**config.mk**
```make
export PLATFORM = sky130hd
export DESIGN_NAME = player_motion_ctrl
export DESIGN_NICKNAME = d
export VERILOG_FILES = /design/src/rtl/player_motion_ctrl.sv
export SDC_FILE = /design/constraint.sdc
export NUM_CORES = 1
export LEC_CHECK = 0
export ABC_AREA = 1
export CAP_MARGIN = 5
export CELL_PAD_IN_SITES_DETAIL_PLACEMENT = 1
export CELL_PAD_IN_SITES_GLOBAL_PLACEMENT = 1
export CORE_MARGIN = 5
export CORE_UTILIZATION = 48
export DETAILED_ROUTE_END_ITERATION = 10
export HOLD_SLACK_MARGIN = 0.12
export PLACE_DENSITY = 0.9
export SLEW_MARGIN = 20
export SYNTH_ARGS = -nofsm -noshare
export SYNTH_HDL_FRONTEND = slang
export SYNTH_SLANG_ARGS = --single-unit
```
**constraint.sdc**
```tcl
create_clock -name clk -period 8.4 [get_ports clk]
set_input_delay 2.52 -clock clk [delete_from_list [all_inputs] [get_ports clk]]
set_output_delay 2.52 -clock clk [all_outputs]
set_load 0.02 [all_outputs]
```
**src/rtl/player_motion_ctrl.sv**
```systemverilog
// Player controller: fixed-point motion, lives, shield and game over.
// Frame-rate state updates on startOfFrame; outputs come from registers.
module player_motion_ctrl #(
  parameter int SCREEN_WIDTH  = 640,
  parameter int SCREEN_HEIGHT = 480,
  parameter int INITIAL_X     = 303,
  parameter int INITIAL_Y     = 447,
  parameter int IMAGE_WIDTH   = 32,
  parameter int IMAGE_HEIGHT  = 32,
  parameter int FRAC_BITS     = 6,
  parameter int ACCEL         = 32,
  parameter int FRICTION      = 16,
  parameter int MAX_SPEED     = 256,
  parameter int LIVES         = 3,
  parameter int SHIELD_FRAMES = 90,
  parameter int BLINK_FRAMES  = 4
) (
  input  logic               clk,
  input  logic               resetN,
  input  logic               startOfFrame,
  input  logic               left,
  input  logic               right,
  input  logic               up,
  input  logic               down,
  input  logic               collision,
  input  logic               invincibleReq,
  output logic signed [10:0] topLeftX,
  output logic signed [10:0] topLeftY,
  output logic               playerVisible,
  output logic               shieldActive,
  output logic [3:0]         livesLeft,
  output logic               gameOver
);

  localparam int W  = 11 + FRAC_BITS + 3;
  localparam int CW = $clog2(SHIELD_FRAMES + 1);
  localparam int BW = $clog2(BLINK_FRAMES + 1);

  typedef logic signed [W-1:0] fx_t;

  localparam int X0I   = INITIAL_X << FRAC_BITS;
  localparam int Y0I   = INITIAL_Y << FRAC_BITS;
  localparam int XMAXI = (SCREEN_WIDTH - IMAGE_WIDTH) << FRAC_BITS;
  localparam int YMAXI = (SCREEN_HEIGHT - IMAGE_HEIGHT) << FRAC_BITS;

  localparam fx_t X0   = fx_t'(X0I);
  localparam fx_t Y0   = fx_t'(Y0I);
  localparam fx_t XMAX = fx_t'(XMAXI);
  localparam fx_t YMAX = fx_t'(YMAXI);
  localparam fx_t ACC  = fx_t'(ACCEL);
  localparam fx_t FRI  = fx_t'(FRICTION);
  localparam fx_t VMAX = fx_t'(MAX_SPEED);
  localparam fx_t VMIN = fx_t'(-MAX_SPEED);
  localparam fx_t ZERO = '0;

  localparam logic [CW-1:0] SHF  = CW'(SHIELD_FRAMES);
  localparam logic [CW-1:0] CONE = CW'(1);
  localparam logic [BW-1:0] BLST = BW'(BLINK_FRAMES - 1);
  localparam logic [BW-1:0] BONE = BW'(1);
  localparam logic [3:0]    LV   = 4'(LIVES);
  localparam logic [3:0]    LONE = 4'd1;

  typedef enum logic [1:0] {
    NORMAL,
    SHIELD,
    DEAD
  } state_t;

  state_t        state_q, state_n;
  fx_t           px_q, px_n, py_q, py_n;
  fx_t           vx_q, vx_n, vy_q, vy_n;
  fx_t           vxs, vys, pxs, pys;
  logic [CW-1:0] cnt_q, cnt_n;
  logic [BW-1:0] blk_q, blk_n;
  logic          vis_q, vis_n;
  logic [3:0]    lives_q, lives_n;
  logic          col_q, col_n;
  logic          inv_q, inv_n;
  logic          colEv, invEv;

  function automatic fx_t vel_step(
    input fx_t  v,
    input logic pos,
    input logic neg
  );
    fx_t t;
    t = v;
    unique case (1'b1)
      (pos && !neg): begin
        t = v + ACC;
        if (t > VMAX) t = VMAX;
      end
      (neg && !pos): begin
        t = v - ACC;
        if (t < VMIN) t = VMIN;
      end
      default: begin
        if (v > FRI)       t = v - FRI;
        else if (v < -FRI) t = v + FRI;
        else               t = ZERO;
      end
    endcase
    return t;
  endfunction

  function automatic logic out_of(
    input fx_t p,
    input fx_t pmax
  );
    return (p < ZERO) || (p > pmax);
  endfunction

  function automatic fx_t clampf(
    input fx_t p,
    input fx_t pmax
  );
    fx_t t;
    t = p;
    if (p < ZERO)      t = ZERO;
    else if (p > pmax) t = pmax;
    return t;
  endfunction

  assign colEv = col_q | collision;
  assign invEv = inv_q | invincibleReq;

  // Next-state: event latches, per-frame motion and life/shield FSM
  always_comb begin
    state_n = state_q;
    px_n    = px_q;
    py_n    = py_q;
    vx_n    = vx_q;
    vy_n    = vy_q;
    cnt_n   = cnt_q;
    blk_n   = blk_q;
    vis_n   = vis_q;
    lives_n = lives_q;
    col_n   = colEv;
    inv_n   = invEv;
    vxs     = vel_step(vx_q, right, left);
    vys     = vel_step(vy_q, down, up);
    pxs     = px_q + vxs;
    pys     = py_q + vys;
    if (startOfFrame) begin
      col_n = 1'b0;
      inv_n = 1'b0;
      if (state_q != DEAD) begin
        px_n = clampf(pxs, XMAX);
        py_n = clampf(pys, YMAX);
        vx_n = out_of(pxs, XMAX) ? ZERO : vxs;
        vy_n = out_of(pys, YMAX) ? ZERO : vys;
      end
      unique case (state_q)
        NORMAL: begin
          if (invEv) begin
            state_n = SHIELD;
            cnt_n   = SHF;
            blk_n   = '0;
            vis_n   = 1'b0;
          end else if (colEv) begin
            lives_n = lives_q - LONE;
            vx_n    = ZERO;
            vy_n    = ZERO;
            vis_n   = 1'b0;
            if (lives_q == LONE) begin
              state_n = DEAD;
            end else begin
              state_n = SHIELD;
              cnt_n   = SHF;
              blk_n   = '0;
            end
          end
        end
        SHIELD: begin
          if (blk_q == BLST) begin
            blk_n = '0;
            vis_n = ~vis_q;
          end else begin
            blk_n = blk_q + BONE;
          end
          if (invEv) begin
            cnt_n = SHF;
          end else if (cnt_q == CONE) begin
            cnt_n   = '0;
            blk_n   = '0;
            vis_n   = 1'b1;
            state_n = NORMAL;
          end else begin
            cnt_n = cnt_q - CONE;
          end
        end
        DEAD: begin
          vx_n  = ZERO;
          vy_n  = ZERO;
          vis_n = 1'b0;
        end
        default: state_n = NORMAL;
      endcase
    end
  end

  // State register with asynchronous restore to power-on values
  always_ff @(posedge clk or negedge resetN) begin
    if (!resetN) begin
      state_q <= NORMAL;
      px_q    <= X0;
      py_q    <= Y0;
      vx_q    <= ZERO;
      vy_q    <= ZERO;
      cnt_q   <= '0;
      blk_q   <= '0;
      vis_q   <= 1'b1;
      lives_q <= LV;
      col_q   <= 1'b0;
      inv_q   <= 1'b0;
    end else begin
      state_q <= state_n;
      px_q    <= px_n;
      py_q    <= py_n;
      vx_q    <= vx_n;
      vy_q    <= vy_n;
      cnt_q   <= cnt_n;
      blk_q   <= blk_n;
      vis_q   <= vis_n;
      lives_q <= lives_n;
      col_q   <= col_n;
      inv_q   <= inv_n;
    end
  end

  assign topLeftX      = px_q[FRAC_BITS+10:FRAC_BITS];
  assign topLeftY      = py_q[FRAC_BITS+10:FRAC_BITS];
  assign playerVisible = vis_q;
  assign shieldActive  = (state_q == SHIELD);
  assign gameOver      = (state_q == DEAD);
  assign livesLeft     = lives_q;

endmodule
```
==> results of run 1 <==
flip-flops by register name, indices dropped and copies added, names as in the netlist:
register	cells
blk_q	3
inv_q	1
playerVisible	1
vy_q	20
vx_q	20
livesLeft	4
px_q	19
cnt_q	7
py_q	19
state_q	2
col_q	1
layer usage:
metal | vias up | global-route usage, %
met1 | 5603 | 37.91
met5 | - | 0
li1 | 5497 | -
met2 | 334 | 53.34
met3 | 116 | 2.800
met4 | 0 | 13.20
worst max-delay path: stages:
cell,delay (ns)
clkdlybuf4s50_1,0.49
inv_1,0.05
ha_1,0.29
clkinv_1,0.45
nand2_1,0.34
nand3_1,0.10
inv_1,0.08
ha_1,0.25
inv_1,0.08
fa_1,0.41
inv_1,0.13
nand2_1,0.09
nand3_1,0.12
nand2_1,0.10
nand2_1,0.15
a21o_1,0.15
nand2_1,0.07
nand3_1,0.07
nand2_1,0.09
nor2_4,0.16
nand3_2,0.16
nor2_2,0.66
nand2_1,0.14
nand2_1,0.11
area by class of cell:
class	instances	area share, %
Clock buffer	11	2.155
Clock inverter	5	0.5999
Inverter	224	7.488
Multi-Input combinational cell	1349	61.06
Sequential cell	97	21.74
Tap cell	280	3.111
Timing Repair Buffer	44	3.844
cell families (layout without fill, tap and decap cells):
| family | count (synthesis) | in the layout | synth area share, % |
|---|---|---|---|
| buffers and inverters | 297 | 284 | 11.93 |
| DFF | 97 | 97 | 23.13 |
| xor gates and xnor gates | 67 | 67 | 5.544 |
| adders and majority gates | 65 | 65 | 7.825 |
| AOI/OAI and AO/OA | 222 | 222 | 11.70 |
| and+or+nand+nor | 995 | 995 | 39.87 |
cell usage in the layout (no fill, tap or decap), types with 3 or more instances in the layout:
master,instances
clkbuf_16,9
o21ai_0,73
o21a_1,8
clkinv_1,4
nand3b_1,8
a21oi_1,97
dfrtp_1,80
o31ai_1,3
dfstp_2,17
o21ai_1,6
nor2_2,13
nor2_4,8
o211ai_1,5
nand2_2,7
buf_4,7
ha_1,63
nand3_1,144
nand2_1,572
nand3_2,5
a311oi_1,3
o21bai_1,3
inv_1,210
nor2_1,182
xnor2_1,6
nor4_1,3
nand4_1,24
a31oi_1,5
clkdlybuf4s50_1,36
inv_2,9
xor2_1,61
nor3_1,20
worst paths after layout:
path | end | cells after the start
setup / recovery | vx_q[19]$_DFFE_PN0P_ | 24
hold / removal | py_q[6]$_DFFE_PN1P_ | 2
setup reg to reg | vx_q[19]$_DFFE_PN0P_ | 32
hold reg to reg | py_q[6]$_DFFE_PN1P_ | 2
max in group asynchronous | cnt_q[0]$_DFFE_PN0P_ | 2
min in group asynchronous | py_q[12]$_DFFE_PN0P_ | 1
stage by stage:
stage / hold WS (ns) / setup slack (ns) / std cells
floorplan: 0.4473 / 2.806 / 1743
global placement: 0.4642 / 1.402 / 1994
detailed placement: 0.4758 / 1.117 / 1994
CTS: 0.4876 / 1.476 / 2010
global route: 0.5191 / 1.005 / 2010
finish: 0.4853 / 1.438 / 2010
==> flow_metrics.env, run 1 <==
export IMPL_outcome="finished clean"
export IMPL_drc=0
export IMPL_final_setup_tns_ns=0
export IMPL_crit_fanout=20
export IMPL_io_pins=38
export IMPL_synth_largest_area_cell="nand2_1"
export IMPL_max_cap_violations=0
export IMPL_synth_seq_cells=97
export IMPL_worstHoldStart="py_q[6]$_DFFE_PN1P_"
export IMPL_gp_congestion=0.9405
export IMPL_area_delta_synth_final_pct=6.395
export IMPL_syn_area_per_cell_sq_um=6.073
export IMPL_synth_top_cell_area_share_pct=20.28
export IMPL_dp_hpwl_um=29540
export IMPL_rr_startpoint="vx_q[5]$_DFFE_PN0P_"
export IMPL_grt_pass1_vias=11970
export IMPL_fin_crit_sh_pct=82.88
export IMPL_synth_common_cells="nand2_1, inv_1, nor2_1"
export IMPL_nFillCells=3064
export IMPL_drt_iter0_drc=836
export IMPL_nets=1799
export IMPL_post_drt_wl_per_cell_um=18.71
export IMPL_ys_types=56
export IMPL_register_area_sq_um=2449
export IMPL_ctsResizeCount=0
export IMPL_tightest_slew_ns=0.9789
export IMPL_die_x_um=158.5
export IMPL_ys_seq_area_share_pct=23.13
export IMPL_dieArea_sq_um=25120
export IMPL_ys_flop_type="dfrtp_1"
export IMPL_clk_path_buf_depth=2
export IMPL_clkSlewWorstSetupHoldPaths_ns=0.08
export IMPL_syn_instance_count=1743
export IMPL_fin_skew_ns=0.01810
export IMPL_route_met2_wl_um=18490
export IMPL_wl_met1_um=15870
export IMPL_drv_slew=0
export IMPL_startpoint="left"
export IMPL_arrival_ns=7.26
export IMPL_dr_wl_met3_um=1627
export IMPL_min_path_type="reg2reg"
export IMPL_routed_top_layer="met4"
export IMPL_synthTopCellsByArea="nand2_1, dfrtp_1, ha_1"
export IMPL_drive_above_1_share_pct=5.202
export IMPL_r2r_slack_ns=2.07
export IMPL_core_area_sq_um=21760
export IMPL_path_class="in2reg"
export IMPL_diodes=0
export IMPL_clock_sinks=97
export IMPL_synth_nets=1817
export IMPL_fmax_ghz=0.1436
export IMPL_ys_async_sr_fraction_pct=100.0
export IMPL_post_cts_setup_buffer_count=0
export IMPL_routed_wl_um=37610
export IMPL_final_area_sq_um=11260
export IMPL_die_h_um=158.5
export IMPL_ant_nets=0
export IMPL_slew_headroom_pct=34.74
export IMPL_multi_input_area_sq_um=6877
export IMPL_critical_path_startpoint_type="input pin"
export IMPL_synth_edf_count=0
export IMPL_rows=54
export IMPL_crit_path_end_kind="flip-flop"
export IMPL_place_area_sq_um=10950
export IMPL_rsz0062_at_grt="false"
export IMPL_clockRootBuffer="clkbuf_16"
export IMPL_fin_crit_ns=6.962
export IMPL_setup_viol=0
export IMPL_grt_pass1_wl_um=61010
export IMPL_hold_buffers=0
export IMPL_h_tree_depth=3
export IMPL_num_vias=11550
export IMPL_cts_tree="built"
export IMPL_yosysMostFrequentCell="nand2_1"
export IMPL_initial_core_util_pct=48.65
export IMPL_clock_latency_ns=0.37
export IMPL_grt_total_usage_pct=30.34
export IMPL_via_per_inst=5.746
export IMPL_first_pass_iters=5
export IMPL_cts_buffers=9
export IMPL_ys_warn_count=0
export IMPL_grt_max_degree=75
export IMPL_hold_viol_final=0
export IMPL_port_buffers=37
export IMPL_fin_util_pct=51.77
export IMPL_antenna_found_initial=0
export IMPL_syn_cell_area_sq_um=10590
export IMPL_overflow=0
export IMPL_required_ns=8.70
Power of run 1 is not shown: default switching activity piles up to over one toggle a cycle in this logic, so the estimate is an artifact.
==> run 2: changes to the inputs <==
--- a/config.mk
+++ b/config.mk
@@ -10,10 +10,10 @@
 export CELL_PAD_IN_SITES_DETAIL_PLACEMENT = 1
 export CELL_PAD_IN_SITES_GLOBAL_PLACEMENT = 1
 export CORE_MARGIN = 5
-export CORE_UTILIZATION = 48
+export CORE_UTILIZATION = 40
 export DETAILED_ROUTE_END_ITERATION = 10
 export HOLD_SLACK_MARGIN = 0.12
-export PLACE_DENSITY = 0.9
+export PLACE_DENSITY = 0.8
 export SLEW_MARGIN = 20
 export SYNTH_ARGS = -nofsm -noshare
 export SYNTH_HDL_FRONTEND = slang
==> constraint.sdc (replaced) <==
create_clock -name clk -period 6.2 [get_ports clk]
set_input_delay 1.86 -clock clk [delete_from_list [all_inputs] [get_ports clk]]
set_output_delay 1.86 -clock clk [all_outputs]
set_load 0.02 [all_outputs]
==> flow_metrics.env, run 2 (same netlist as run 1, synthesis figures left out) <==
export IMPL_rsz0062_at_grt="false"
export IMPL_final_cell_mix="nand2_1, inv_1, nor2_1"
export IMPL_dp_hpwl_um=30410
export IMPL_routed_wl_um=37570
export IMPL_fin_crit_sh_pct=91.64
export IMPL_first_pass_iters=5
export IMPL_nets=1815
export IMPL_outcome="finished clean"
export IMPL_reg_largest_list="vx_q: 20 flops, vy_q: 20 flops"
export IMPL_placed_cells=2063
export IMPL_critPathMostFrequentCell="nand2_1"
export IMPL_worstHoldStart="py_q[3]$_DFFE_PN0P_"
export IMPL_hold_path_end="py_q[3]$_DFFE_PN0P_"
export IMPL_grt_max_degree=60
export IMPL_grt_total_usage_pct=24.66
export IMPL_tightest_slew_ns=0.8689
export IMPL_rr_startpoint="vy_q[7]$_DFFE_PN0P_"
export IMPL_final_cell_count_no_fill=2081
export IMPL_cpMaxStageDelayCell="dfrtp_1"
export IMPL_min_path_type="reg2reg"
export IMPL_gp_congestion=0.9737
export IMPL_path_class="reg2reg"
export IMPL_rows=59
export IMPL_drt_iter0_drc=595
export IMPL_hold_viol_final=0
export IMPL_crit_path_max_incr_delay_ns=0.48
export IMPL_die_x_um=172.7
export IMPL_required_ns=6.47
export IMPL_overflow=0
export IMPL_post_drt_wl_per_cell_um=18.05
export IMPL_fin_crit_ns=5.681
export IMPL_num_vias=11400
export IMPL_max_cap_violations=0
export IMPL_mostFrequentLayoutCell="nand2_1"
export IMPL_grt_pass1_vias=12010
export IMPL_area_delta_synth_final_pct=8.452
export IMPL_drv_slew=0
export IMPL_clockRootBuffer="clkbuf_16"
export IMPL_fmax_ghz=0.1760
export IMPL_io_pins=38
export IMPL_grt_pass1_wl_um=61470
export IMPL_clock_latency_ns=0.36
export IMPL_via_per_inst=5.476
export IMPL_crit_path_end_kind="flip-flop"
export IMPL_r2r_slack_ns=0.52
export IMPL_h_tree_depth=3
export IMPL_cts_tree="built"
export IMPL_port_buffers=37
export IMPL_hold_buffers=0
export IMPL_route_met2_wl_um=18880
export IMPL_whs_path_depth=2
export IMPL_clkSlewWorstSetupHoldPaths_ns=0.08
export IMPL_slew_headroom_pct=41.68
export IMPL_dr_wl_met3_um=1380
export IMPL_timing_hold_ws_ns=0.4921
export IMPL_dieArea_sq_um=29820
export IMPL_cts_buffers=9
export IMPL_fin_skew_ns=0.01439
export IMPL_setup_viol=0
export IMPL_drive_above_1_share_pct=6.586
export IMPL_drc=0
export IMPL_reg2reg_depth=33
export IMPL_clk_path_buf_depth=2
export IMPL_antenna_found_initial=0
export IMPL_routed_top_layer="met4"
export IMPL_initial_core_util_pct=40.62
export IMPL_critical_path_startpoint_type="flip-flop"
export IMPL_diodes=0
export IMPL_r2r_end="py_q[2]$_DFFE_PN0P_"
export IMPL_core_area_sq_um=26060
export IMPL_final_setup_tns_ns=0
export IMPL_arrival_ns=5.95
export IMPL_clock_sinks=97
export IMPL_crit_fanout=12
export IMPL_die_h_um=172.7
export IMPL_wl_met1_um=15740
export IMPL_ant_nets=0
[run 2: stage by stage]
step / utilization (%) / instance area (sq um) / setup WS (ns)
floorplan: - / 10590 / 1.266
global placement: 42.69 / 11130 / 0.3882
detailed placement: 42.69 / 11130 / 0.2822
CTS: 43.86 / 11430 / 0.3387
global route: 44.05 / 11480 / 0.01078
finish: 44.05 / 11480 / 0.5186
[run 2: metal layers]
metal  vias to the layer above  track usage [%]
li1                       5511                -
met1                      5520            29.89
met2                       271            44.65
met3                        94            2.402
met4                         0            10.12
met5                         -                0
[run 2: how the worst max path moves through the flow]
stage / startpoint / end / slack, ns
global route: vy_q[7]$_DFFE_PN0P_ / py_q[2]$_DFFE_PN0P_ / 0.01
detailed placement: left / px_q[0]$_DFFE_PN0P_ / 0.28
CTS: vx_q[8]$_DFFE_PN0P_ / px_q[0]$_DFFE_PN0P_ / 0.34
floorplan: left / vx_q[15]$_DFFE_PN0P_ / 1.27
finish: vy_q[7]$_DFFE_PN0P_ / py_q[2]$_DFFE_PN0P_ / 0.52
global placement: left / px_q[10]$_DFFE_PN0P_ / 0.39
[run 2: what timing repair did]
action | in CTS | in global routing
setup endpoints to repair | 0 | 37
setup buffers | 0 | 2
gates resized for setup | 0 | 8
endpoints found under the hold margin | 0 | 0
[run 2: area by class of cell]
class                      instances  area [sq um]
fill                            3586         14580
multi-input combinational       1349          6897
sequential                        97          2451
inverter                         224         843.3
timing repair buffer              60         565.5
tap                              335         419.2
clock buffer                       9         225.2
clock inverter                     7         78.83
[run 2: critical path, delay by kind of cell (launching register included)]
kind	cells	cell delay (ns)
buffers and inverters	5	0.58
flip-flops	1	0.48
AO/OA/AOI/OAI	1	0.18
AND/OR/NAND/NOR	23	3.07
XOR/XNOR	1	0.21
adder cells (fa/ha/maj)	3	1.08
Power of run 2 is left out for the same reason.
==> run 3: changes to the inputs <==
--- a/config.mk
+++ b/config.mk
@@ -10,10 +10,10 @@
 export CELL_PAD_IN_SITES_DETAIL_PLACEMENT = 1
 export CELL_PAD_IN_SITES_GLOBAL_PLACEMENT = 1
 export CORE_MARGIN = 5
-export CORE_UTILIZATION = 40
+export CORE_UTILIZATION = 48
 export DETAILED_ROUTE_END_ITERATION = 10
 export HOLD_SLACK_MARGIN = 0.12
-export PLACE_DENSITY = 0.8
+export PLACE_DENSITY = 0.9
 export SLEW_MARGIN = 20
 export SYNTH_ARGS = -nofsm -noshare
 export SYNTH_HDL_FRONTEND = slang
==> constraint.sdc (replaced) <==
create_clock -name clk -period 7.3 [get_ports clk]
set_input_delay 2.19 -clock clk [delete_from_list [all_inputs] [get_ports clk]]
set_output_delay 2.19 -clock clk [all_outputs]
set_load 0.02 [all_outputs]
==> flow_metrics.env, run 3 (same netlist as run 1, synthesis figures left out) <==
export IMPL_drv_slew=0
export IMPL_port_buffers=37
export IMPL_diodes=0
export IMPL_hold_buffers=0
export IMPL_io_pins=38
export IMPL_post_drt_wl_per_cell_um=18.99
export IMPL_pre_cts_ws_ns=0.4483
export IMPL_fin_skew_ns=0.01783
export IMPL_multi_input_area_sq_um=6877
export IMPL_grt_pass1_vias=12180
export IMPL_final_cell_mix="nand2_1, inv_1, nor2_1"
export IMPL_critPathMostFrequentCell="nand2_1"
export IMPL_mostFrequentLayoutCell="nand2_1"
export IMPL_final_cell_count_no_fill=2013
export IMPL_arrival_ns=7.05
export IMPL_clockRootBuffer="clkbuf_16"
export IMPL_num_vias=11620
export IMPL_ant_nets=0
export IMPL_required_ns=7.60
export IMPL_ctsResizeCount=0
export IMPL_fin_crit_ns=6.747
export IMPL_min_path_type="reg2reg"
export IMPL_register_area_sq_um=2449
export IMPL_final_setup_tns_ns=0
export IMPL_outcome="finished clean"
export IMPL_h_tree_depth=3
export IMPL_crit_fanout=20
export IMPL_grt_pass1_wl_um=62420
export IMPL_post_cts_setup_buffer_count=0
export IMPL_tightest_slew_ns=0.8345
export IMPL_drive_above_1_share_pct=5.309
export IMPL_crit_path_max_incr_delay_ns=0.66
export IMPL_die_h_um=158.5
export IMPL_via_per_inst=5.770
export IMPL_initial_core_util_pct=48.65
export IMPL_nets=1802
export IMPL_cts_tree="built"
export IMPL_final_setup_worst_slack_ns=0.5532
export IMPL_fin_crit_sh_pct=92.42
export IMPL_drt_iter0_drc=816
export IMPL_cpMaxStageDelayCell="nor2_2"
export IMPL_antenna_found_initial=0
export IMPL_gp_congestion=0.9708
export IMPL_dp_hpwl_um=30120
export IMPL_grt_total_usage_pct=31.05
export IMPL_path_class="reg2reg"
export IMPL_core_area_sq_um=21760
export IMPL_reg_largest_list="vx_q: 20 flops, vy_q: 20 flops"
export IMPL_clock_sinks=97
export IMPL_setup_viol=0
export IMPL_clock_latency_ns=0.37
export IMPL_rows=54
export IMPL_overflow=0
export IMPL_rsz0062_at_grt="false"
export IMPL_hold_viol_final=0
export IMPL_critical_path_startpoint_type="flip-flop"
export IMPL_area_delta_synth_final_pct=6.359
export IMPL_placed_cells=1997
export IMPL_slew_headroom_pct=44.31
export IMPL_clk_path_buf_depth=2
export IMPL_grt_max_degree=52
export IMPL_routed_wl_um=38220
export IMPL_clkSlewWorstSetupHoldPaths_ns=0.08
export IMPL_cts_buffers=9
export IMPL_fmax_ghz=0.1482
export IMPL_die_x_um=158.5
export IMPL_max_cap_violations=0
export IMPL_nFillCells=3101
export IMPL_drc=0
export IMPL_crit_path_end_kind="flip-flop"
export IMPL_first_pass_iters=6
export IMPL_dieArea_sq_um=25120
-- run 3: cell count changes in the layout (fill, tap and decap cells not counted), sizes merged --
cell      change
buf          -13
clkinv        -3
clkbuf        +2
bufinv        +1
clkinvlp      +1
inv           -1
-- run 3: worst max-delay path: cells and delay by family (launching register included) --
family | cells | cell delay (ns)
fa+ha+maj | 4 | 1.39
flops | 1 | 0.53
compound gates | 1 | 0.10
buf+inv | 4 | 0.55
simple gates | 23 | 3.96
xor+xnor | 1 | 0.14
-- run 3: metal layers --
metal  share of wire, %  up-vias  global-route usage (%)
li1                   -     5500                       -
met5                  0        -                       0
met1                 42     5636                   38.53
met3                4.6      123                   3.316
met2                 49      356                   54.33
met4                5.0        0                   14.01
-- run 3: worst paths after layout --
path / start / endpoint / slack (ns) / cells past startpoint
worst max-delay path: vx_q[5]$_DFFE_PN0P_ / vx_q[2]$_DFFE_PN0P_ / 0.55 / 33
worst min-delay path: py_q[5]$_DFFE_PN0P_ / py_q[5]$_DFFE_PN0P_ / 0.49 / 2
worst max register to register: vx_q[5]$_DFFE_PN0P_ / vx_q[2]$_DFFE_PN0P_ / 0.55 / 33
worst min register to register: py_q[5]$_DFFE_PN0P_ / py_q[5]$_DFFE_PN0P_ / 0.49 / 2
max in group asynchronous: resetN / vy_q[14]$_DFFE_PN0P_ / 4.35 / 2
min in group asynchronous: resetN / py_q[12]$_DFFE_PN0P_ / 1.85 / 1
-- run 3: cell type report --
cell class | count | area share, %
sequential | 97 | 21.75
tap | 280 | 3.112
clock buffer | 11 | 2.067
timing repair buffer | 47 | 3.934
inverter | 224 | 7.491
clock inverter | 5 | 0.5668
multi-input combinational | 1349 | 61.08
-- run 3: stage by stage --
stage          util [%]  area, sq um  hold WS, ns
6_report          51.75        11260       0.4902
4_1_cts           51.75        11260       0.4941
3_3_place_gp      50.39        10960       0.4643
2_1_floorplan         -        10590       0.4473
5_1_grt           51.75        11260       0.5140
3_5_place_dp      50.39        10960       0.4722
Power of run 3 is left out for the same reason.
